===== src/rtl/mult_div_unit_if.sv =====
// rtl/mult_div_unit_if.sv - start/busy/done and HI/LO result bundle for mult_div_unit
interface mult_div_unit_if #(
  parameter int WIDTH = 32
);
  logic             start;
  logic [1:0]       op;
  logic [WIDTH-1:0] op_a;
  logic [WIDTH-1:0] op_b;
  logic             busy;
  logic             done;
  logic [WIDTH-1:0] hi_out;
  logic [WIDTH-1:0] lo_out;

  modport master (
    output start, op, op_a, op_b,
    input  busy, done, hi_out, lo_out
  );

  modport slave (
    input  start, op, op_a, op_b,
    output busy, done, hi_out, lo_out
  );
endinterface


===== src/rtl/mult_div_unit.sv =====
// rtl/mult_div_unit.sv - iterative MULT/MULTU/DIV/DIVU engine feeding the HI/LO register block
module mult_div_unit #(
  parameter int WIDTH = 32
) (
  input  logic            clk,
  input  logic            reset,
  mult_div_unit_if.slave  bus
);
  localparam int W2 = 2 * WIDTH;

  typedef enum logic [1:0] {IDLE, RUN, FIX, DONE} state_t;

  state_t           state;
  state_t           state_nxt;
  logic [4:0]       count;
  logic             fix_phase;
  logic [1:0]       op_r;
  logic             sign_a;
  logic             sign_b;
  logic             b_zero;
  logic [WIDTH-1:0] orig_a;
  logic [WIDTH-1:0] operand;
  logic [W2-1:0]    acc;
  logic [WIDTH-1:0] hi_r;
  logic [WIDTH-1:0] lo_r;

  logic             in_signed;
  logic             a_neg;
  logic             b_neg;
  logic [WIDTH-1:0] a_mag;
  logic [WIDTH-1:0] b_mag;
  logic             is_div;
  logic [WIDTH:0]   mul_sum;
  logic [W2-1:0]    mul_next;
  logic [WIDTH:0]   rem_sh;
  logic [WIDTH:0]   diff;
  logic [W2-1:0]    div_next;
  logic [WIDTH-1:0] quo_fix;
  logic [WIDTH-1:0] rem_fix;
  logic [W2-1:0]    fixed;

  // Operand magnitudes; unsigned ops pass raw values through
  assign in_signed = ~bus.op[0];
  assign a_neg     = in_signed & bus.op_a[WIDTH-1];
  assign b_neg     = in_signed & bus.op_b[WIDTH-1];
  assign a_mag     = a_neg ? (~bus.op_a + 1'b1) : bus.op_a;
  assign b_mag     = b_neg ? (~bus.op_b + 1'b1) : bus.op_b;
  assign is_div    = op_r[1];

  // Shift-add step: acc holds {partial product, remaining multiplier}
  assign mul_sum  = {1'b0, acc[W2-1:WIDTH]} + (acc[0] ? {1'b0, operand} : '0);
  assign mul_next = {mul_sum, acc[WIDTH-1:1]};

  // Restoring step: acc holds {remainder, quotient/dividend}
  assign rem_sh   = {acc[W2-1:WIDTH], acc[WIDTH-1]};
  assign diff     = rem_sh - {1'b0, operand};
  assign div_next = diff[WIDTH] ? {rem_sh[WIDTH-1:0], acc[WIDTH-2:0], 1'b0}
                                : {diff[WIDTH-1:0],   acc[WIDTH-2:0], 1'b1};

  assign quo_fix = (sign_a ^ sign_b) ? (~acc[WIDTH-1:0] + 1'b1) : acc[WIDTH-1:0];
  assign rem_fix = sign_a ? (~acc[W2-1:WIDTH] + 1'b1) : acc[W2-1:WIDTH];

  always_comb begin
    fixed = acc;
    if (is_div) begin
      if (b_zero)
        fixed = {orig_a, {WIDTH{1'b1}}};
      else
        fixed = {rem_fix, quo_fix};
    end else if (sign_a ^ sign_b) begin
      fixed = ~acc + 1'b1;
    end
  end

  always_ff @(posedge clk) begin
    if (reset)
      state <= IDLE;
    else
      state <= state_nxt;
  end

  always_comb begin
    state_nxt = state;
    case (state)
      IDLE: if (bus.start) state_nxt = RUN;
      RUN:  if (count == 5'(WIDTH - 1)) state_nxt = FIX;
      FIX:  if (fix_phase) state_nxt = DONE;
      DONE: state_nxt = IDLE;
      default: state_nxt = IDLE;
    endcase
  end

  // FIX spans two edges: correct the accumulator, then publish it on entry to DONE
  always_ff @(posedge clk) begin
    if (reset) begin
      count     <= '0;
      fix_phase <= 1'b0;
      op_r      <= '0;
      sign_a    <= 1'b0;
      sign_b    <= 1'b0;
      b_zero    <= 1'b0;
      orig_a    <= '0;
      operand   <= '0;
      acc       <= '0;
      hi_r      <= '0;
      lo_r      <= '0;
    end else begin
      case (state)
        IDLE: begin
          if (bus.start) begin
            op_r      <= bus.op;
            sign_a    <= a_neg;
            sign_b    <= b_neg;
            b_zero    <= (bus.op_b == '0);
            orig_a    <= bus.op_a;
            count     <= '0;
            fix_phase <= 1'b0;
            if (bus.op[1]) begin
              operand <= b_mag;
              acc     <= {{WIDTH{1'b0}}, a_mag};
            end else begin
              operand <= a_mag;
              acc     <= {{WIDTH{1'b0}}, b_mag};
            end
          end
        end
        RUN: begin
          acc   <= is_div ? div_next : mul_next;
          count <= count + 5'd1;
        end
        FIX: begin
          if (!fix_phase) begin
            acc       <= fixed;
            fix_phase <= 1'b1;
          end else begin
            hi_r <= acc[W2-1:WIDTH];
            lo_r <= acc[WIDTH-1:0];
          end
        end
        default: ;
      endcase
    end
  end

  assign bus.busy   = (state == RUN) || (state == FIX);
  assign bus.done   = (state == DONE);
  assign bus.hi_out = hi_r;
  assign bus.lo_out = lo_r;
endmodule


===== src/flat_wrapper.sv =====
// flat-port wrapper written by rule: the top's interface ports become plain ports
module mult_div_unit_flat 
#(
  parameter int WIDTH = 32
)
  (clk, reset, bus_start, bus_op, bus_op_a, bus_op_b, bus_busy, bus_done, bus_hi_out, bus_lo_out);
  mult_div_unit_if #(.WIDTH(WIDTH)) bus_i ();
  input  logic clk;
  input  logic reset;
  input wire logic [$bits(bus_i.start)-1:0] bus_start;
  input wire logic [$bits(bus_i.op)-1:0] bus_op;
  input wire logic [$bits(bus_i.op_a)-1:0] bus_op_a;
  input wire logic [$bits(bus_i.op_b)-1:0] bus_op_b;
  output wire logic [$bits(bus_i.busy)-1:0] bus_busy;
  output wire logic [$bits(bus_i.done)-1:0] bus_done;
  output wire logic [$bits(bus_i.hi_out)-1:0] bus_hi_out;
  output wire logic [$bits(bus_i.lo_out)-1:0] bus_lo_out;
  assign bus_i.start = bus_start;
  assign bus_i.op = bus_op;
  assign bus_i.op_a = bus_op_a;
  assign bus_i.op_b = bus_op_b;
  assign bus_busy = bus_i.busy;
  assign bus_done = bus_i.done;
  assign bus_hi_out = bus_i.hi_out;
  assign bus_lo_out = bus_i.lo_out;
  mult_div_unit #(.WIDTH(WIDTH)) u_core (.clk(clk), .reset(reset), .bus(bus_i));
endmodule

===== config.mk =====
export PLATFORM = sky130hd
export DESIGN_NAME = mult_div_unit_flat
export DESIGN_NICKNAME = d
export VERILOG_FILES = /design/src/rtl/mult_div_unit_if.sv /design/src/rtl/mult_div_unit.sv /design/src/flat_wrapper.sv
export SDC_FILE = /design/constraint.sdc
export NUM_CORES = 1
export LEC_CHECK = 0
export CAP_MARGIN = 20
export CORE_MARGIN = 5
export CORE_UTILIZATION = 45
export DETAILED_ROUTE_END_ITERATION = 6
export PLACE_DENSITY = 0.75
export SYNTH_ARGS = -nofsm -noshare
export SYNTH_HDL_FRONTEND = slang
export SYNTH_SLANG_ARGS = --single-unit

===== constraint.sdc =====
create_clock -name clk -period 7.32 [get_ports clk]
set_clock_uncertainty 0.05 [all_clocks]
set_input_delay 1.83 -clock clk [delete_from_list [all_inputs] [get_ports clk]]
set_output_delay 1.83 -clock clk [all_outputs]
set_load 0.02 [all_outputs]

# [Word-level counts from Yosys, hierarchy flattened]
# Cells that the tools add are included.
[word_totals] reg_bits=205 inputBits=69 output_inout_bits=66 elab_cells=77
[classes] addsub=8 eq_ne=11 mux=23 bitwise=9 n_reduce_logical=13
[op_table] operator="two-way mux 64 bit" count=7
[op_table] operator="two-way mux 32 bit" count=7
[op_table] operator="case mux 64 bit (3 select lines)" count=1
[op_table] operator="adder 32 x 1 -> 32 bit, second input constant" count=4
[op_table] operator="NOT 32 bit" count=4
[op_table] operator="adder 64 x 1 -> 64 bit, second input constant" count=1
[op_table] operator="NOT 64 bit" count=1
[op_table] operator="adder 32 x 33 -> 33 bit" count=1
[op_table] operator="subtractor 33 x 32 -> 33 bit" count=1
[op_table] operator="logical NOT 32 bit" count=1
[op_table] operator="case mux 5 bit (2 select lines)" count=1
[op_table] operator="AND reduction 5 bit" count=2
[op_table] operator="case mux 2 bit (4 select lines)" count=1
[op_table] operator="AND reduction 2 bit" count=4
[op_table] operator="two-way mux 2 bit" count=3
[op_table] operator="!= test 3 x 1 -> 1 bit, second input constant" count=2
[op_table] operator="adder 5 x 1 -> 5 bit, second input constant" count=1
[op_table] operator="== test 5 bit, second input constant" count=1
[op_table] operator="two-way mux 5 bit" count=1
[op_table] operator="== test 2 bit, second input constant" count=2
[op_table] operator="!= test 2 x 1 -> 1 bit, second input constant" count=2
[op_table] operator="!= test 2 bit, second input constant" count=2
[op_table] operator="!= test 4 bit, second input constant" count=1
[op_table] operator="nonzero test 2 bit" count=2
[op_table] operator="10 further kinds" count=11

# [Longest topological paths before layout]
# Gate-level depths: netlist of the first run.
[depth] word_depth=7 depth_mapped=14 depth_no_buf=13

# [Worst setup path before layout of the first run]
# No wires, ideal clock.
[synth_path] path_kind="input to register" startpoint="in bus_op_a[6]" endpoint="reg u_core.acc[25]" setup_ns=0.078 arrival_ns=4.013 setup_slack_ns=3.179 cell_stages=9 path_buffers=0 path_cell_list="or4_1 > nor3_1 > nand4_1 > o31ai_1 > xnor2_1 > nor2_1 > nor3_1 > nor3_1 > nor3_1"
[synth_between] elab_chain_cells=6
[synth_lines] element="start: declaration" line_no="flat_wrapper.sv:12" rtl="input wire logic [$bits(bus_i.op_a)-1:0] bus_op_a;"
[synth_lines] element="NOT 32 bit" line_no="mult_div_unit.sv:46" rtl="assign a_mag = a_neg ? (~bus.op_a + 1'b1) : bus.op_a;"
[synth_lines] element="adder 32 x 1 -> 32 bit" line_no="mult_div_unit.sv:46"
[synth_lines] element="two-way mux 32 bit" line_no="mult_div_unit.sv:46"
[synth_lines] element="two-way mux 32 bit" line_no="mult_div_unit.sv:118" rtl="if (bus.op[1]) begin"
[synth_lines] element="two-way mux 64 bit" line_no="mult_div_unit.sv:110" rtl="if (bus.start) begin"
[synth_lines] element="case mux 64 bit (3 select lines)" line_no="mult_div_unit.sv:108" rtl="case (state)"
[synth_lines] element="end signal: assignment" line_no="mult_div_unit.sv:120" rtl="acc <= {{WIDTH{1'b0}}, a_mag};"
[synth_lines] element="end signal: assignment" line_no="mult_div_unit.sv:123" rtl="acc <= {{WIDTH{1'b0}}, b_mag};"
[synth_lines] element="end signal: assignment" line_no="mult_div_unit.sv:128" rtl="acc <= is_div ? div_next : mul_next;"
[synth_lines] element="end: declaration" line_no="mult_div_unit.sv:23" rtl="logic [W2-1:0] acc;"
# No other way between the ends. The select of a mux whose other input is x is not followed.
# A chain may end at the register's enable or synchronous reset.

# [Worst setup path in the final report of the first run]
# Same ends and word-level chain as after synthesis.

==> results of run 1 <==
## flip-flops by register name, indices dropped and copies added, names as in the netlist, 2 cells and up
register	count
u_core.acc	64
u_core.count	5
u_core.bus.lo_out	32
u_core.bus.hi_out	32
u_core.state	2
u_core.orig_a	32
u_core.operand	32
## per-layer routing
layer / vias to the layer above / share of wire [%] / wire length, µm
met3: 193 / 10 / 6552
met5: - / 0 / 0
li1: 8556 / - / -
met4: 0 / 5.2 / 3395
met2: 1048 / 43 / 28290
met1: 8596 / 41 / 26930
## per-stage QoR
stage	area, µm²	cells	setup slack (ns)
after floorplan	16790	2390	3.179
after global placement	18230	2834	2.083
after detailed placement	18230	2834	2.000
after CTS	19060	2876	2.568
after global routing	19080	2877	2.279
final	19080	2877	2.500
## report_power, final
group	leakage (nW)	internal (mW)	switching [mW]	total, mW
registers	1.66	1.29	0.347	1.64
clock network	0.398	0.765	0.507	1.27
logic	4.97	1.14	2.04	3.18
## worst max-delay path, stage by stage
cell and delay [ns]:
clkdlybuf4s50_1 0.51, or4_1 0.60, nor3_1 0.74, nand4_1 0.48
o31ai_1 0.39, xnor2_1 0.18, nor2_1 0.06, nor3_1 0.21
nor3_1 0.07, nor3_1 0.18
## path summary, 6_finish.rpt
path,startpoint,slack [ns],to,cells past startpoint
setup / recovery,bus_op_a[6],2.50,u_core.acc[25],10
hold / removal,u_core.bus.lo_out[26],0.40,u_core.bus.lo_out[26],2
setup reg to reg,u_core.acc[31],2.74,u_core.acc[58],13
hold reg to reg,u_core.bus.lo_out[26],0.40,u_core.bus.lo_out[26],2
## cell usage after synthesis (14+ instances only)
| master | n |
|---|---|
| a211oi_1 | 43 |
| xor2_1 | 66 |
| o21ai_0 | 135 |
| a21o_1 | 30 |
| and3_1 | 17 |
| mux2_2 | 21 |
| clkbuf_1 | 163 |
| a211o_1 | 14 |
| nand2b_1 | 19 |
| xnor2_1 | 86 |
| nor4_1 | 21 |
| ha_1 | 74 |
| mux2i_1 | 61 |
| nor3_1 | 71 |
| nor2_1 | 221 |
| a31oi_1 | 27 |
| inv_1 | 72 |
| a21oi_1 | 278 |
| or4_1 | 18 |
| o211ai_1 | 51 |
| or3_1 | 22 |
| nand4_1 | 18 |
| dfxtp_1 | 204 |
| nand3_1 | 38 |
| o31ai_1 | 16 |
| nand2_1 | 382 |
## kinds of logic after synthesis
| kind of cell | count (synthesis) | share of synthesized area, % |
|---|---|---|
| multiplexers | 82 | 5.044 |
| XOR/XNOR | 152 | 7.928 |
| flip-flops | 204 | 24.32 |
| buffers and inverters | 260 | 5.968 |
| adder cells (fa/ha/maj) | 76 | 5.752 |
| AO/OA/AOI/OAI | 732 | 27.30 |
| AND/OR/NAND/NOR | 884 | 23.69 |
## area by class of cell
type                       count  area (µm²)
multi-input combinational   1926       11730
sequential                   204        4088
inverter                      73       274.0
clock inverter                 6       136.4
clock buffer                  36       695.7
tap                          468       585.6
timing repair buffer         164        1575
fill                        3567       17620
==> results by group, run 1 <==
Drt
  – Antenna viol nets, final: 0
  – Via count: around 18000
  – Detailed Route Iter0 Violations: roughly 2300
  – Drt via density: around 6.4
  – Routed len/inst: around 23 µm
  – Total Wirelength: 65.16 mm
  – DR pass1 iterations: 7
  – # DRC: 2

Logic synthesis
  – Syn Std Cell Area: roughly 17000 µm²
  – Top cells by area, synth: dfxtp_1 24%, nand2_1 8.5%, a21oi_1 8.3%
  – Post-synth EDFFs: 0
  – Syn_nets: roughly 2500
  – Ys flop type: dfxtp_1
  – Avg Inst Size Synth: ~7 µm²
  – Sequential cell area fraction in the yosys report: around a quarter
  – Yosys synthesis warning count: 0
  – Async SR Flop Fraction: 0%
  – Cells after Synth: ~2400
  – Synth Register Bits: between 200 and 250
  – Post-synth top area cell: dfxtp_1
  – Distinct cells, synth: 80
  – Synth top area share: 24.32%

STA
  – Slew margin rel.: around 30%
  – Final slew viol count: 0
  – Setup_tns: 0 ns
  – Max Freq: 207.5 MHz
  – Final setup fails: 0
  – Hold slack: a little over 0.4 ns
  – RSZ-0062 raised after global routing: no
  – Final Hold Fails: 0
  – Minimum clock period: between 4 and 5 ns
  – Slew @ Worst Pin: 1.050 ns
  – Final period utilization: around two thirds

Global route
  – Number of global-route vias before repair: 16950
  – Grt peak-use layer: met2
  – Grt ovf: 0
  – GR Layer Usage met3: roughly 5.5%
  – Largest net degree at the start of global routing: 96
  – First-pass GRT wire length: just under 100 mm
  – Met1 GRT Util: about two fifths
  – Grt met2 use: 46.97%
  – Initial antenna violation count: 0
  – Tot GR Track Use: between 20 and 30%

Worst setup path
  – CP Capture Type: flip-flop
  – Worst setup path class: in2reg
  – Startpoint types: input port
  – Critical path required time: 7.76 ns
  – CP max FO: 9
  – CP arrival: 5.26 ns

Cells and area
  – N_diodes: 0
  – Fin util: about half
  – Share of layout cells above drive strength 1: approximately 5.3%
  – Final net count: ~2500
  – Most frequent cells in the layout: 380 x nand2_1, 278 x a21oi_1, 219 x nor2_1
  – Most common cell after layout, fill and taps aside: nand2_1
  – P&R area growth vs syn: 13.62%

Job
  – Maxcap violations: 0

Outcome
  – Status: complete, but fails checks
  – Failing checks: design-rule violations

CTS
  – CTS root buf: clkbuf_16
  – CTS Buffer Depth: 3
  – Clock-pin slew on the worst setup and hold paths: approximately 0.060 ns
  – Postcts setup bufs: 0
  – Cts hold-fix bufs: 0
  – H-tree levels: 1
  – Post-CTS Resized: 0
  – CTS sink count: 204
  – Num CTS Buffers: 24
  – Worst-Skew Late Latency: around 0.56 ns
  – TritonCTS clock tree: yes

Floorplanning
  – DIE WIDTH: just over 200 µm
  – Die area: between 40000 and 50000 µm²
  – Initial Utilization: 45.76%
  – Die Y: approximately 200 µm
  – Core area: ~37000 µm²
  – Row cnt: 70
  – # IOs: approximately 140

Placement
  – Estimated wirelength of the detail-placed design: roughly 48 mm
  – IO buf count: 134
  – RD Place Congestion: 1.024

Power and ir drop
  – Total power: a little over 6 mW
  – Maximum vdd drop: between 500 and 600 µV
  – Power Density: between 300 and 400 nW/µm²
  – Cell leakage power: 7.034 nW

Hold path
  – Hold crit path type: reg2reg
No activity file was read; power rests on OpenSTA's default activity.
==> run 2: changes to the inputs <==
--- a/config.mk
+++ b/config.mk
@@ -9,7 +9,7 @@
 export CORE_MARGIN = 5
 export CORE_UTILIZATION = 45
 export DETAILED_ROUTE_END_ITERATION = 6
-export PLACE_DENSITY = 0.75
+export PLACE_DENSITY = 0.78
 export SYNTH_ARGS = -nofsm -noshare
 export SYNTH_HDL_FRONTEND = slang
 export SYNTH_SLANG_ARGS = --single-unit
==> constraint.sdc (replaced) <==
create_clock -name clk -period 4.1 [get_ports clk]
set_clock_uncertainty 0.05 [all_clocks]
set_input_delay 1.025 -clock clk [delete_from_list [all_inputs] [get_ports clk]]
set_output_delay 1.025 -clock clk [all_outputs]
set_load 0.02 [all_outputs]
==> results by group, run 2 (synthesis results as in run 1) <==
Cells and area
  – N_diodes: 0 (unchanged)
  – Fin util: 53.67% (was 51.99%)
  – # fillers: 3456 (was 3567)
  – Share of layout cells above drive strength 1: 8.488% (was 5.272%)
  – Final net count: 2615 (was 2538)
  – P&R area growth vs syn: 17.29% (was 13.62%)
  – Multi-input gate area: 11730 µm² (about the same)
  – Most frequent cells in the layout: 380 x nand2_1, 277 x a21oi_1, 219 x nor2_1 (was 380 x nand2_1, 278 x a21oi_1, 219 x nor2_1)
  – Max reg flops: 64 (unchanged)
  – Reg with most FFs: u_core.acc (unchanged)
  – Non-filler instance count after layout: 2954 (was 2877)
  – Reg area: 4088 µm² (unchanged)
  – Most common cell after layout, fill and taps aside: nand2_1 (unchanged)

STA
  – Minimum clock period: 3.853 ns
  – Final period utilization: a little over nine tenths
  – Setup_tns: 0 ns (unchanged)
  – Final slew viol count: 0 (unchanged)
  – Final setup fails: 0 (unchanged)
  – RSZ-0062 raised after global routing: no (unchanged)
  – Slew margin rel.: 38.73% (was 29.87%)
  – Slew @ Worst Pin: 0.9191 ns (was 1.050 ns)
  – Final Hold Fails: 0 (unchanged)
  – Max Freq: 259.6 MHz

Worst setup path
  – Worst reg2reg path depth: 14 (was 13)
  – CP dominant cell by count: o21ai_0 (was nor3_1)
  – CP top delay family: compound AO/OA/AOI/OAI gates (was simple AND/OR/NAND/NOR gates)
  – Worst setup path class: reg2reg (was in2reg)
  – Worst-path cell chain: inv_1 > ha_1 > fa_1 > nand2b_1 > a21oi_2 > o21ai_0 > buf_4 > a211o_1 > and3_1 > a211oi_4 > buf_12 > nor3b_1 > o21ai_0 > a221oi_1 (was clkdlybuf4s50_1 > or4_1 > nor3_1 > nand4_1 > o31ai_1 > xnor2_1 > nor2_1 > nor3_1 > nor3_1 > nor3_1)
  – CP max FO: 38 (was 9)
  – Crit path buffers/inverters: 3 (was 1)
  – FF-to-FF setup slack: 0.25 ns (was 2.74 ns)
  – R2r endpoint: u_core.acc[58] (unchanged)
  – CP max-delay cell: fa_1 (was nor3_1)
  – CP arrival: 4.24 ns (was 5.26 ns)
  – Startpoint types: flip-flop (was input port)
  – Worst r2r src: u_core.acc[31] (unchanged)
  – Max stage delay on crit path: 0.44 ns (was 0.74 ns)
  – CP Capture Type: flip-flop (unchanged)
  – Critical path required time: 4.49 ns (was 7.76 ns)

Placement
  – Placed Cells: 2911 (was 2834)
  – IO buf count: 134 (unchanged)
  – Estimated wirelength of the detail-placed design: 51.62 mm (was 48.35 mm)
  – RD Place Congestion: 1.037 (was 1.024)

Hold path
  – Hold crit path type: reg2reg (unchanged)
  – Depth of the worst hold-timing path: 2 (unchanged)
  – HP Start: u_core.bus.hi_out[16] (was u_core.bus.lo_out[26])
  – Hold Path Sink: u_core.bus.hi_out[16] (was u_core.bus.lo_out[26])

Drt
  – # DRC: 0 (was 2)
  – Detailed Route Iter0 Violations: 2188 (was 2267)
  – Total Wirelength: 67.76 mm (was 65.16 mm)
  – Drt via density: 6.344 (was 6.393)
  – Via count: 18740 (was 18390)
  – Routed len/inst: 22.94 µm (was 22.65 µm)
  – Antenna viol nets, final: 0 (unchanged)
  – DR pass1 iterations: 7 (unchanged)

CTS
  – Worst-Skew Late Latency: 0.56 ns (about the same)
  – CTS root buf: clkbuf_16 (unchanged)
  – Clock-pin slew on the worst setup and hold paths: 0.06 ns (about the same)
  – H-tree levels: 1 (unchanged)
  – Num CTS Buffers: 24 (unchanged)
  – CTS sink count: 204 (unchanged)
  – TritonCTS clock tree: yes (unchanged)
  – Postcts setup bufs: 0 (unchanged)
  – CTS Buffer Depth: 3 (unchanged)
  – Cts hold-fix bufs: 0 (unchanged)
  – Post-CTS Resized: 0 (unchanged)

Floorplanning
  – Core area: 36700 µm² (unchanged)
  – Initial Utilization: 45.76% (unchanged)
  – Die area: 41280 µm² (unchanged)
  – DIE WIDTH: 203.2 µm (unchanged)
  – Die Y: 203.2 µm (unchanged)
  – # IOs: 135 (unchanged)
  – Row cnt: 70 (unchanged)

Global route
  – First-pass GRT wire length: 103.1 mm (was 98.95 mm)
  – Number of global-route vias before repair: 17360 (was 16950)
  – Tot GR Track Use: 31.31% (was 29.88%)
  – Initial antenna violation count: 0 (unchanged)
  – Grt ovf: 0 (unchanged)
  – Largest net degree at the start of global routing: 82 (was 96)

Job
  – Maxcap violations: 0 (unchanged)

Power and ir drop
  – Total power: 11.19 mW (was 6.089 mW)
  – Maximum vdd drop: 594.0 µV (was 576.3 µV)
  – Cell leakage power: 7.431 nW (was 7.034 nW)
  – Power Density: 568.3 nW/µm² (was 319.1 nW/µm²)

Outcome
  – Status: complete, no violations (was complete, but fails checks)
==> run 2: changes by cell type in the layout (fill, tap and decap cells not counted), moves of 3 or more <==
cell | previous run | this run
clkbuf_8 | 5 | 2
buf_4 | 29 | 101
clkinvlp_4 | 1 | 5
clkbuf_1 | 7 | 1
clkinv_2 | 0 | 5
buf_12 | 1 | 6
==> run 2: power by group <==
group | total, mW | switching (mW) | leakage, nW | internal, mW
clock network | 2.22 | 0.942 | 0.383 | 1.28
logic | 6.16 | 3.85 | 5.39 | 2.32
registers | 2.81 | 0.511 | 1.66 | 2.30
==> run 2: worst register-to-register path, stage by stage, from the launching register on <==
cell      delay (ns)
dfxtp_1         0.33
inv_1           0.06
ha_1            0.25
fa_1            0.44
nand2b_1        0.20
a21oi_2         0.26
o21ai_0         0.15
buf_4           0.18
a211o_1         0.35
and3_1          0.23
a211oi_4        0.25
buf_12          0.26
nor3b_1         0.33
o21ai_0         0.12
a221oi_1        0.27
==> run 2: how the worst max path moves through the flow <==
stage                              start        endpoint  slack, ns  cells after the start
after floorplan           u_core.acc[32]  u_core.acc[60]       0.48                     13
after global placement      bus_op_b[11]  u_core.acc[19]       0.18                      9
after detailed placement    bus_op_b[11]  u_core.acc[19]       0.11                      9
after CTS                 u_core.acc[31]  u_core.acc[49]       0.22                     14
after global routing      u_core.acc[31]  u_core.acc[49]       0.06                     14
final                     u_core.acc[31]  u_core.acc[58]       0.25                     14
==> run 2: per-stage QoR <==
| stage | cell area, µm² | setup WS [ns] | hold slack (ns) |
|---|---|---|---|
| 4_1_cts | 19670 | 0.2228 | 0.4044 |
| 2_1_floorplan | 16790 | 0.4751 | 0.3819 |
| 3_5_place_dp | 18870 | 0.1146 | 0.3961 |
| 3_3_place_gp | 18870 | 0.1787 | 0.3936 |
| 5_1_grt | 19700 | 0.05761 | 0.4219 |
| 6_report | 19700 | 0.2474 | 0.4038 |
==> run 2: final cells by class <==
class                           count  share of cell area [%]
Clock inverter                     14                  0.7496
Inverter                           73                   1.391
Sequential cell                   204                   20.75
Multi-Input combinational cell   1926                   59.55
Tap cell                          468                   2.973
Timing Repair Buffer              241                   11.25
Clock buffer                       28                   3.335
==> run 2: routing by layer <==
layer  share of wire, %  vias up  global-route usage (%)  routed length, µm
met5                  0        -                       0                  0
met4                6.1        0                   15.66               4103
met3                 10      196                   5.613               6940
met2                 43     1057                   47.71              28990
met1                 41     8786                   42.68              27720
li1                   -     8702                       -                  -
